===== config.mk =====
export PLATFORM = sky130hd
export DESIGN_NAME = dadda_final_adder_seq
export DESIGN_NICKNAME = d
export VERILOG_FILES = /design/src/rtl/dadda_final_adder_seq.sv
export SDC_FILE = /design/constraint.sdc
export NUM_CORES = 1
export LEC_CHECK = 0
export ABC_CLOCK_PERIOD_IN_PS = 4320
export CAP_MARGIN = 25
export CORE_MARGIN = 2
export CORE_UTILIZATION = 40
export CTS_CLUSTER_DIAMETER = 150
export DETAILED_ROUTE_END_ITERATION = 7
export GPL_TIMING_DRIVEN = 0
export PLACE_DENSITY_LB_ADDON = 0.05
export SETUP_SLACK_MARGIN = 0.05
export SLEW_MARGIN = 0
export SYNTH_ARGS = -nofsm -noshare
export SYNTH_HDL_FRONTEND = slang
export SYNTH_SLANG_ARGS = --single-unit

===== constraint.sdc =====
create_clock -name clk -period 4.32 [get_ports clk]
set_input_delay 0.648 -clock clk [delete_from_list [all_inputs] [get_ports clk]]
set_output_delay 0.648 -clock clk [all_outputs]
set_load 0.02 [all_outputs]

===== src/rtl/dadda_final_adder_seq.sv =====
// Final carry-propagate adder of the Dadda multiplier: adds the two reduced rows
// CHUNK bits per cycle through a full-adder ripple chain, carry registered between chunks.
`timescale 1ns/1ps

module dadda_final_adder_seq #(
    parameter int WIDTH = 16,
    parameter int CHUNK = 4
) (
    input  logic             clk,
    input  logic             rst_n,
    input  logic             in_valid,
    output logic             in_ready,
    input  logic [WIDTH-1:0] row_a,
    input  logic [WIDTH-1:0] row_b,
    output logic             out_valid,
    input  logic             out_ready,
    output logic [WIDTH-1:0] sum,
    output logic             carry_out
);

    localparam int NCH   = WIDTH / CHUNK;
    localparam int IDX_W = (NCH > 1) ? $clog2(NCH) : 1;

    if (WIDTH % CHUNK != 0) begin : g_bad_chunk
        $error("WIDTH must be a multiple of CHUNK");
    end

    typedef enum logic [1:0] {IDLE, ADD, DONE} state_t;

    state_t             state, state_nxt;
    logic [WIDTH-1:0]   a_q, b_q;
    logic               carry_q;
    logic [IDX_W-1:0]   idx;
    logic               last;
    logic [CHUNK-1:0]   a_ch, b_ch, ch_sum;
    logic [CHUNK:0]     rc;

    assign last = (idx == IDX_W'(NCH - 1));
    assign a_ch = a_q[idx*CHUNK +: CHUNK];
    assign b_ch = b_q[idx*CHUNK +: CHUNK];
    assign rc[0] = carry_q;

    // One full adder per bit of the chunk: (a, b, c_in) -> (sum, carry).
    for (genvar i = 0; i < CHUNK; i++) begin : g_fa
        assign ch_sum[i]  = a_ch[i] ^ b_ch[i] ^ rc[i];
        assign rc[i + 1]  = (a_ch[i] & b_ch[i]) | (rc[i] & (a_ch[i] ^ b_ch[i]));
    end

    // NOTE: sequential state uses non-blocking assignments so every register
    // samples pre-edge values regardless of statement order.
    always_ff @(posedge clk or negedge rst_n) begin
        if (!rst_n) state <= IDLE;
        else        state <= state_nxt;
    end

    // NOTE: the latched operand rows carry no reset; they are only read in ADD,
    // which is always preceded by a load, so resetting them buys nothing.
    always_ff @(posedge clk) begin
        if (state == IDLE && in_valid) begin
            a_q <= row_a;
            b_q <= row_b;
        end
    end

    always_ff @(posedge clk or negedge rst_n) begin
        if (!rst_n) begin
            idx       <= '0;
            carry_q   <= 1'b0;
            sum       <= '0;
            carry_out <= 1'b0;
        end else begin
            case (state)
                IDLE: if (in_valid) begin
                    idx       <= '0;
                    carry_q   <= 1'b0;
                    sum       <= '0;
                    carry_out <= 1'b0;
                end
                ADD: begin
                    sum[idx*CHUNK +: CHUNK] <= ch_sum;
                    carry_q                 <= rc[CHUNK];
                    if (last) begin
                        idx       <= '0;
                        carry_out <= rc[CHUNK];
                    end else begin
                        idx <= idx + 1'b1;
                    end
                end
                default: ;
            endcase
        end
    end

    // NOTE: every combinational output gets a default first so no path can
    // leave it unassigned and infer a latch.
    always_comb begin
        state_nxt = state;
        case (state)
            IDLE:    if (in_valid) state_nxt = ADD;
            ADD:     if (last) state_nxt = DONE;
            DONE:    if (out_ready) state_nxt = IDLE;
            default: state_nxt = IDLE;
        endcase
    end

    // Handshake flags depend on state alone, so out_ready never reaches in_ready.
    always_comb begin
        in_ready  = (state == IDLE);
        out_valid = (state == DONE);
    end

endmodule


==> out/metrics.cfg, run 1 <==
[final_layout]
num-fill-cells=453
area.growth.synth_to_final_pct=33.7
n_antenna_cell=0
fin_util_pct=55.4
multi_input_comb_area_um2=628
regArea_um2=1510
finalNetCount=254
drive_above_1_share_pct=10.4
final_area_um2=3050

[setup_path]
crit_arrival_ps=3030
path_max_fanout=5
crit_family=adder cells
critPathSlowestCell=fa_1
cp-startpoint=idx[0]$_DFFE_PN0P_
reg2reg_to=sum[7]$_DFFE_PN0P_
crit_top_cell=fa_1
r2r-start=idx[0]$_DFFE_PN0P_
path_buf_inv=4
r2r_slack_ps=1470
cp.depth=10
path_cells=buf_6, mux4_1, inv_1, fa_1, inv_1, fa_1, inv_1, fa_1, fa_1, o22ai_1
setup.worst_path.end=sum[7]$_DFFE_PN0P_
critPathCaptureType=flop
required_ps=4500
r2r_cells=10
crit_type=reg2reg
critPathMaxStageDelay_ps=580
startpoint_type=flop

[worst_hold_path]
hp-start=sum[13]$_DFFE_PN0P_
hp-class=reg2reg

[clock_tree]
cts_buffers=5
cts.sinks=54
clk_latency_ps=300
post_cts.repair.setup_buffers=0
clock_path_buffers=2
root_buffer=clkbuf_8
holdBufCountCts=0
postCtsResizedCells=0
cts_tree=yes
htreeDepth=2
clk_pin_slew_ps=90

[route]
wl_per_cell_um=14.3
drc=0
drt_iter0_markers=45
vias=1379
avgViaCountPerCell=4.87
drtAntennaViolNets=0
dr.pass1.iters=4
drt-total-wl_um=4060

[run]
maxCapViolations=0

[die]
initial_core_util_pct=41.4
dieArea_um2=6330
die_h_um=79.5
core-area_um2=5510
die_w_um=79.5
row_count=27
pin_count=55

[place]
portBuffers=54
place_area_um2=2940
dpl.hpwl_um=3090
globalplace.congestion=0.851

[sta]
worst_pin_slew_ps=520
hold-worst-slack_ps=500
final.period_utilization_pct=65.9
period_needed_ps=2850
fin_setup_tns_ps=0
fmax_mhz=351
skew_ps=3.79
final-setup-viol-count=0
maxSlewHeadroom_pct=65.3
rsz0062_at_grt=false
hold_viol=0
slew_viol_final=0

[pwr]
share_comb_of_total_power_pct=47.7
vdd_drop_max_v=0.000372
power_leakage_nw=1.20
p_seq_share_pct=37.5
clkPwrFrac_pct=14.8
finalPower_mw=1.97
swShare_pct=36.0
p_int_mw=1.26
powerDensity_nw_per_um2=646
power_switching_mw=0.711

[yosys]
synthesis.area_um2=2280
synth_top_flop_cell=edfxtp_1
syn_inst=147
syn_avg_cell_area_um2=15.5
synth_top_area_cell=edfxtp_1
synth_fp_nets=191
synth_area_leaders=edfxtp_1, dfrtp_1, mux4_1
synthDistinctLibCells=29
synth-edff-count=32
yosysSeqAreaShare_pct=66.2
ys_ff_latch=54
yosysWarnings=0
synth_top_area_share_pct=42.1
synthArstFlopShare_pct=40.7

[global_route]
grt_pass1_wl_um=6890
grt_pass1_vias=1455
overflow=0
grt_max_degree=25
grt_usage_pct=14.3
antenna_found_initial=0

[outcome]
outcome=completed

==> metrics by stage <==
| stage | std cells | setup WS, ps |
|---|---|---|
| detailed placement | 274 | 1460 |
| global placement | 273 | 1480 |
| floorplan | 147 | 1710 |
| finish | 283 | 1470 |
| global route | 283 | 1290 |
| CTS | 282 | 1450 |
==> cell families (layout without fill, tap and decap cells) <==
| group | count (synthesis) | count (layout) | synth area share (%) |
|---|---|---|---|
| and+or+nand+nor | 20 | 20 | 4.99 |
| buffers and inverters | 30 | 94 | 6.25 |
| muxes | 9 | 9 | 9.05 |
| adders and majority gates | 8 | 8 | 5.70 |
| DFF | 54 | 54 | 66.2 |
| AOI/OAI and AO/OA | 26 | 26 | 7.79 |
==> worst min path at each step <==
stage	slack [ps]	cells past startpoint	to
4_1_cts	510	1	sum[15]$_DFFE_PN0P_
5_1_grt	510	1	sum[5]$_DFFE_PN0P_
2_1_floorplan	350	0	carry_out$_DFFE_PN0P_
3_3_place_gp	460	1	carry_q$_DFFE_PN0P_
3_5_place_dp	480	1	sum[15]$_DFFE_PN0P_
6_report	500	1	sum[13]$_DFFE_PN0P_
==> cell usage after synthesis, types with 2 or more instances <==
master and count:
a21o_1 2, a21oi_1 4, a22o_1 2, buf_2 2, dfrtp_1 22, edfxtp_1 32, fa_1 4, ha_1 4
inv_1 25, mux4_1 4, mux4_2 4, nand2_1 5, nand2b_1 2, nand3_1 3, nor2_1 4, o22ai_1 12
o2bb2ai_1 4
==> final cells by class <==
cell class	count	share of cell area [%]
Sequential cell	54	49.5
Multi-Input combinational cell	63	20.6
Timing Repair Buffer	56	19.1
Inverter	25	3.08
Tap cell	72	2.95
Clock buffer	6	2.71
Buffer	5	1.60
Clock inverter	2	0.410
==> routing by layer <==
layer | wire [um] | part of all wire, % | GRT usage (%)
met1 | 1740 | 43 | 17.9
met2 | 2090 | 51 | 24.3
met3 | 168 | 4.1 | 3.62
met4 | 64 | 1.6 | 4.83
met5 | 0 | 0 | 0
==> worst reg2reg max path: stages, from the launching register on <==
cell,delay [ps]
dfrtp_1,430
buf_6,160
mux4_1,320
inv_1,50
fa_1,420
inv_1,90
fa_1,160
inv_1,50
fa_1,380
fa_1,580
o22ai_1,100
==> power by group through the flow <==
stage	Sequential (mW)	Clock, mW	Combinational [mW]
2_1_floorplan	0.794	0	0.584
3_3_place_gp	0.747	0	0.924
3_5_place_dp	0.753	0	0.957
4_1_cts	0.741	0.302	0.962
5_1_grt	0.754	0.317	1.05
6_report	0.739	0.292	0.940
==> cells in the final DEF, fill, tap and decap left out, drive strengths merged, types with 5 or more instances in the layout <==
cell type and instances:
inv 25, nand2 5, o22ai 12, edfxtp 32
clkdlybuf4s50 54, mux4 8, clkbuf 6, buf 7
dfrtp 22
==> flip-flops by register name, indices dropped and copies added (netlist names) <==
| register | flops |
|---|---|
| idx | 2 |
| sum | 16 |
| carry_q | 1 |
| b_q | 16 |
| state | 2 |
| a_q | 16 |
| carry_out | 1 |
No activity file was read; power rests on OpenSTA's default activity.
==> run 2, diff against run 1 <==
- ABC_CLOCK_PERIOD_IN_PS: 4320 -> 2800
- clock period: 4.32 -> 2.8 ns (I/O delays scaled with it)
==> run 2 against run 1 <==
  * Hold slack got worse by 210 ps
  * First-iteration DRC count decreased by 31%
  * Utilization rose by 1.0 points
  * Global-route usage increased by 0.15 points
  * Clock skew about the same
  * Worst setup slack lost 1400 ps
  * Largest power group unchanged
  * Total power up 61%
  * Cell area increased by 1.8%
==> out/metrics.cfg, run 2 (synthesis gave the netlist of run 1 again) <==
[outcome]
outcome=completed

[run]
maxCapViolations=0  ; unchanged

[sta]
worst_pin_slew_ps=514  ; -6.41 ps
final-setup-viol-count=0  ; unchanged
maxSlewHeadroom_pct=65.7  ; +0.43 points
rsz0062_at_grt=true
period_needed_ps=2710  ; -137 ps
fin_setup_tns_ps=0  ; unchanged
skew_ps=4.13  ; +0.343 ps
final.period_utilization_pct=96.8  ; +31 points
slew_viol_final=0  ; unchanged
hold_viol=0  ; unchanged
fmax_mhz=369  ; +5.0%

[final_layout]
area.growth.synth_to_final_pct=36.1
fin_util_pct=56.4  ; +1.0 points
drive_above_1_share_pct=17.3  ; +6.9 points
final_common_cell=clkdlybuf4s50_1
n_antenna_cell=0  ; unchanged
reg.largest.list=a_q x16, b_q x16, sum x16
layout.cells.non_filler=286  ; +1.1%
final_cell_mix=clkdlybuf4s50_1, edfxtp_1, inv_1, dfrtp_1, o22ai_1
finalNetCount=257  ; +1.2%
final_area_um2=3110  ; +1.8%

[route]
wl_per_cell_um=14.3  ; -0.15%
drt-total-wl_um=4090  ; +0.91%
vias=1389  ; +0.73%
drc=0  ; unchanged
drt_iter0_markers=31  ; -31%
dr.pass1.iters=3  ; -1
avgViaCountPerCell=4.86  ; -0.33%
drtAntennaViolNets=0  ; unchanged

[worst_hold_path]
hp-class=in2async

[global_route]
grt_pass1_wl_um=6960  ; +1.1%
grt_max_degree=25  ; unchanged
antenna_found_initial=0  ; unchanged
grt_pass1_vias=1491  ; +2.5%
grt_usage_pct=14.5  ; +0.15 points
overflow=0  ; unchanged

[clock_tree]
cts_tree=yes
clk_latency_ps=300  ; about the same
cts.sinks=54  ; unchanged
htreeDepth=2  ; unchanged
cts_buffers=5  ; unchanged
root_buffer=clkbuf_8
clock_path_buffers=2  ; unchanged
clk_pin_slew_ps=90  ; about the same

[setup_path]
crit_type=reg2reg
path_max_fanout=4  ; -1
required_ps=2990  ; -1510 ps
crit_arrival_ps=2900  ; -130 ps
startpoint_type=flop
critPathCaptureType=flop

[place]
place_area_um2=2940  ; unchanged
placed_cells=274  ; unchanged
globalplace.congestion=0.851  ; unchanged
portBuffers=54  ; unchanged
dpl.hpwl_um=3090  ; unchanged

[die]
dieArea_um2=6330  ; unchanged
row_count=27  ; unchanged
core-area_um2=5510  ; unchanged
die_h_um=79.5  ; unchanged
die_w_um=79.5  ; unchanged
pin_count=55  ; unchanged
initial_core_util_pct=41.4  ; unchanged

[pwr]
powerDensity_nw_per_um2=1020  ; +58%
vdd_drop_max_v=0.000577  ; +55%
finalPower_mw=3.18  ; +61%
power_leakage_nw=1.21  ; +0.80%

==> run 2: cell count changes in the layout (fill, tap and decap cells not counted) <==
cell	change
mux4_2	+1
o2bb2ai_2	+1
inv_1	-3
o2bb2ai_1	-1
fa_2	+4
fa_1	-4
buf_2	-1
o22ai_2	+3
inv_2	+3
buf_4	+4
o22ai_1	-3
mux4_1	-1
==> run 2: worst paths after layout <==
check                                         start  slack [ps]  cells past startpoint                   end
worst max-delay path             idx[0]$_DFFE_PN0P_          90                     10    sum[3]$_DFFE_PN0P_
worst min-delay path                          rst_n         290                      1    sum[5]$_DFFE_PN0P_
worst max register to register   idx[0]$_DFFE_PN0P_          90                     10    sum[3]$_DFFE_PN0P_
worst min register to register  sum[13]$_DFFE_PN0P_         500                      1   sum[13]$_DFFE_PN0P_
max in group asynchronous                     rst_n        2150                      2  state[0]$_DFFE_PN0P_
min in group clk                sum[13]$_DFFE_PN0P_         500                      1   sum[13]$_DFFE_PN0P_
==> run 2: metal layers <==
metal	global-route usage, %	vias to the layer above	wire length (um)
met5	0	-	0
met4	4.83	0	65
met3	3.62	7	176
met2	24.6	37	2130
met1	18.1	682	1720
li1	-	663	-
==> run 2: where the power goes <==
part,switching (mW),internal [mW],total (mW),leakage [nW]
Clock,0.250,0.199,0.449,0.0472
Sequential,0.0765,1.06,1.14,0.594
Combinational,0.819,0.770,1.59,0.566
==> run 2: metrics by stage <==
step	worst slack (ps)	hold slack (ps)
final	89.1	288
after global routing	-14.6	278
after CTS	55.2	509
after detailed placement	-59.7	479
after global placement	-41.9	460
after floorplan	189	124
==> run 2: layout make-up <==
type / instances / area, um2
inverters: 25 / 93.8
multi-input cells: 63 / 659
clock buffers: 6 / 82.6
well taps: 72 / 90.1
plain buffers: 5 / 51.3
fillers: 445 / 2400
repair buffers: 59 / 606
clock inverters: 2 / 12.5
flip-flops and latches: 54 / 1510
==> run 2: what timing repair did <==
item | 4_1_cts | 5_1_grt
setup buffers | 3 | 0
hold buffers | 0 | 0
setup endpoints to repair | 6 | 5
pin swaps | 2 | 1
resized for setup | 9 | 4
hold endpoints to repair | 0 | 0
==> run 2: critical path: stages (launching register included) <==
cell	delay (ps)
dfrtp_1	410
buf_6	130
mux4_2	330
inv_2	40
fa_2	360
inv_2	70
fa_2	180
inv_2	40
fa_2	330
fa_2	610
o22ai_2	90
==> run 3, diff against run 2 <==
- CORE_UTILIZATION: 40 -> 49
==> run 3 against run 2 <==
  * Die area fell by 17%
  * Clock-buffer cell count rose by 1
  * Largest power group unchanged
  * Clock power up 13%
==> out/metrics.cfg, run 3 (synthesis gave the netlist of run 1 again) <==
[outcome]
outcome=completed

[global_route]
grt_usage_pct=17.9  ; +3.4 points
grt_pass1_wl_um=6930  ; -0.40%
grt_pass1_vias=1477  ; -0.94%
antenna_found_initial=0  ; unchanged
grt_max_degree=25  ; unchanged
overflow=0  ; unchanged

[pwr]
swShare_pct=35.2  ; -0.82 points
p_int_mw=2.13  ; +4.8%
power_switching_mw=1.16  ; +1.1%
finalPower_mw=3.29  ; +3.5%
powerDensity_nw_per_um2=1060  ; +3.2%
power_leakage_nw=1.22  ; +1.4%
p_seq_share_pct=34.9  ; -1.0 points
vdd_drop_max_v=0.000682  ; +18%
clkPwrFrac_pct=15.4  ; +1.3 points
share_comb_of_total_power_pct=49.7  ; -0.3 points

[setup_path]
path_max_fanout=4  ; unchanged
crit_arrival_ps=2880  ; -20 ps
startpoint_type=flop
r2r_cells=10  ; unchanged
critPathCaptureType=flop
reg2reg_to=sum[11]$_DFFE_PN0P_
cp-startpoint=idx[0]$_DFFE_PN0P_
required_ps=2980  ; about the same
crit_type=reg2reg
r2r_slack_ps=100  ; about the same
r2r-start=idx[0]$_DFFE_PN0P_

[route]
drt_iter0_markers=89  ; +190%
drc=0  ; unchanged
vias=1432  ; +3.1%
drt-total-wl_um=4240  ; +3.5%
drtAntennaViolNets=0  ; unchanged
avgViaCountPerCell=5.32  ; +9.6%
dr.pass1.iters=4  ; +1
wl_per_cell_um=15.8  ; +10%

[final_layout]
area.growth.synth_to_final_pct=36.5
final_cell_mix=clkdlybuf4s50_1, edfxtp_1, inv_1, dfrtp_1, o22ai_1
final_area_um2=3120  ; +0.28%
drive_above_1_share_pct=18.0  ; +0.68 points
layout.cells.non_filler=269  ; -5.9%
final_common_cell=clkdlybuf4s50_1
n_antenna_cell=0  ; unchanged
finalNetCount=260  ; +1.2%
reg.largest.list=a_q x16, b_q x16, sum x16
fin_util_pct=70.6  ; +14 points

[sta]
maxSlewHeadroom_pct=65.8  ; about the same
worst_pin_slew_ps=513  ; -0.659 ps
fmax_mhz=371  ; +0.53%
period_needed_ps=2700  ; -14.4 ps
slew_viol_final=0  ; unchanged
final.period_utilization_pct=96.3  ; -0.52 points
skew_ps=3.33  ; -0.801 ps
hold_viol=0  ; unchanged
fin_setup_tns_ps=0  ; unchanged
rsz0062_at_grt=true
final-setup-viol-count=0  ; unchanged

[die]
core-area_um2=4410  ; -20%
initial_core_util_pct=51.7  ; +10 points
die_w_um=72.2  ; -9.2%
pin_count=55  ; unchanged
dieArea_um2=5220  ; -17%
row_count=24  ; -11%
die_h_um=72.2  ; -9.2%

[clock_tree]
holdBufCountCts=0  ; unchanged
htreeDepth=2  ; unchanged
cts_buffers=5  ; unchanged
clock_path_buffers=2  ; unchanged
cts_tree=yes
root_buffer=clkbuf_8
clk_latency_ps=300  ; about the same
cts.sinks=54  ; unchanged
clk_pin_slew_ps=90  ; about the same

[place]
dpl.hpwl_um=3070  ; -0.66%
portBuffers=54  ; unchanged
globalplace.congestion=0.843  ; -0.88%
place_area_um2=2920  ; -0.85%
placed_cells=254  ; -7.3%

[run]
maxCapViolations=0  ; unchanged

[worst_hold_path]
hp-class=in2async

## run 3: cell count changes in the layout (fill, tap and decap cells not counted)
cell	previous run	this run
mux4_2	5	6
clkbuf_1	0	2
buf_6	1	2
clkbuf_8	6	5
buf_4	5	7
bufinv_16	0	1
clkinvlp_4	1	0
clkinv_2	1	0
mux4_1	3	2
## run 3: per-stage QoR
stage                     worst slack [ps]  hold slack (ps)
after floorplan                        189              124
after global placement               -7.73              460
after detailed placement             -39.4              480
after CTS                             70.9              500
final                                  104              287
after global routing                  26.9              264
## run 3: area by class of cell
cell class	instances	area [um2]
Clock inverter	1	30.0
Fill cell	307	1300
Inverter	25	93.8
Timing Repair Buffer	62	628
Clock buffer	7	76.3
Sequential cell	54	1510
Tap cell	52	65.1
Buffer	5	55.1
Multi-Input combinational cell	63	656
## run 3: worst max-delay path, cell delays in order (launching register included)
cell and delay (ps):
dfrtp_1 400, buf_6 130, mux4_2 330, inv_2 40, fa_2 350, inv_2 70
fa_2 180, inv_2 40, fa_2 330, fa_2 620, o22ai_2 80
## run 3: worst max path at each step
stage and end:
2_1_floorplan sum[3]$_DFFE_PN0P_, 3_3_place_gp sum[11]$_DFFE_PN0P_, 3_5_place_dp sum[11]$_DFFE_PN0P_, 4_1_cts sum[15]$_DFFE_PN0P_, 5_1_grt sum[11]$_DFFE_PN0P_, 6_report sum[11]$_DFFE_PN0P_
## run 3: what timing repair did
action | in CTS | in global routing
hold endpoints to repair | 0 | 0
setup endpoints to repair | 6 | 6
resized for setup | 5 | 11
pin swaps | 1 | 2
buffers inserted | 3 | 3
## run 3: power groups by stage
stage,Combinational [mW],Clock (mW),Sequential (mW)
2_1_floorplan,0.900,0,1.22
3_3_place_gp,1.41,0,1.16
3_5_place_dp,1.47,0,1.17
4_1_cts,1.56,0.522,1.15
5_1_grt,1.79,0.553,1.17
6_report,1.63,0.507,1.15
## run 3: layer usage
layer,wire length [um],share of wire [%],vias up,global-route usage (%)
met5,0,0,-,0
met4,71,1.7,0,7.34
met3,195,4.6,5,4.17
met2,2250,53,49,30.0
met1,1720,41,710,22.4
li1,-,-,668,-
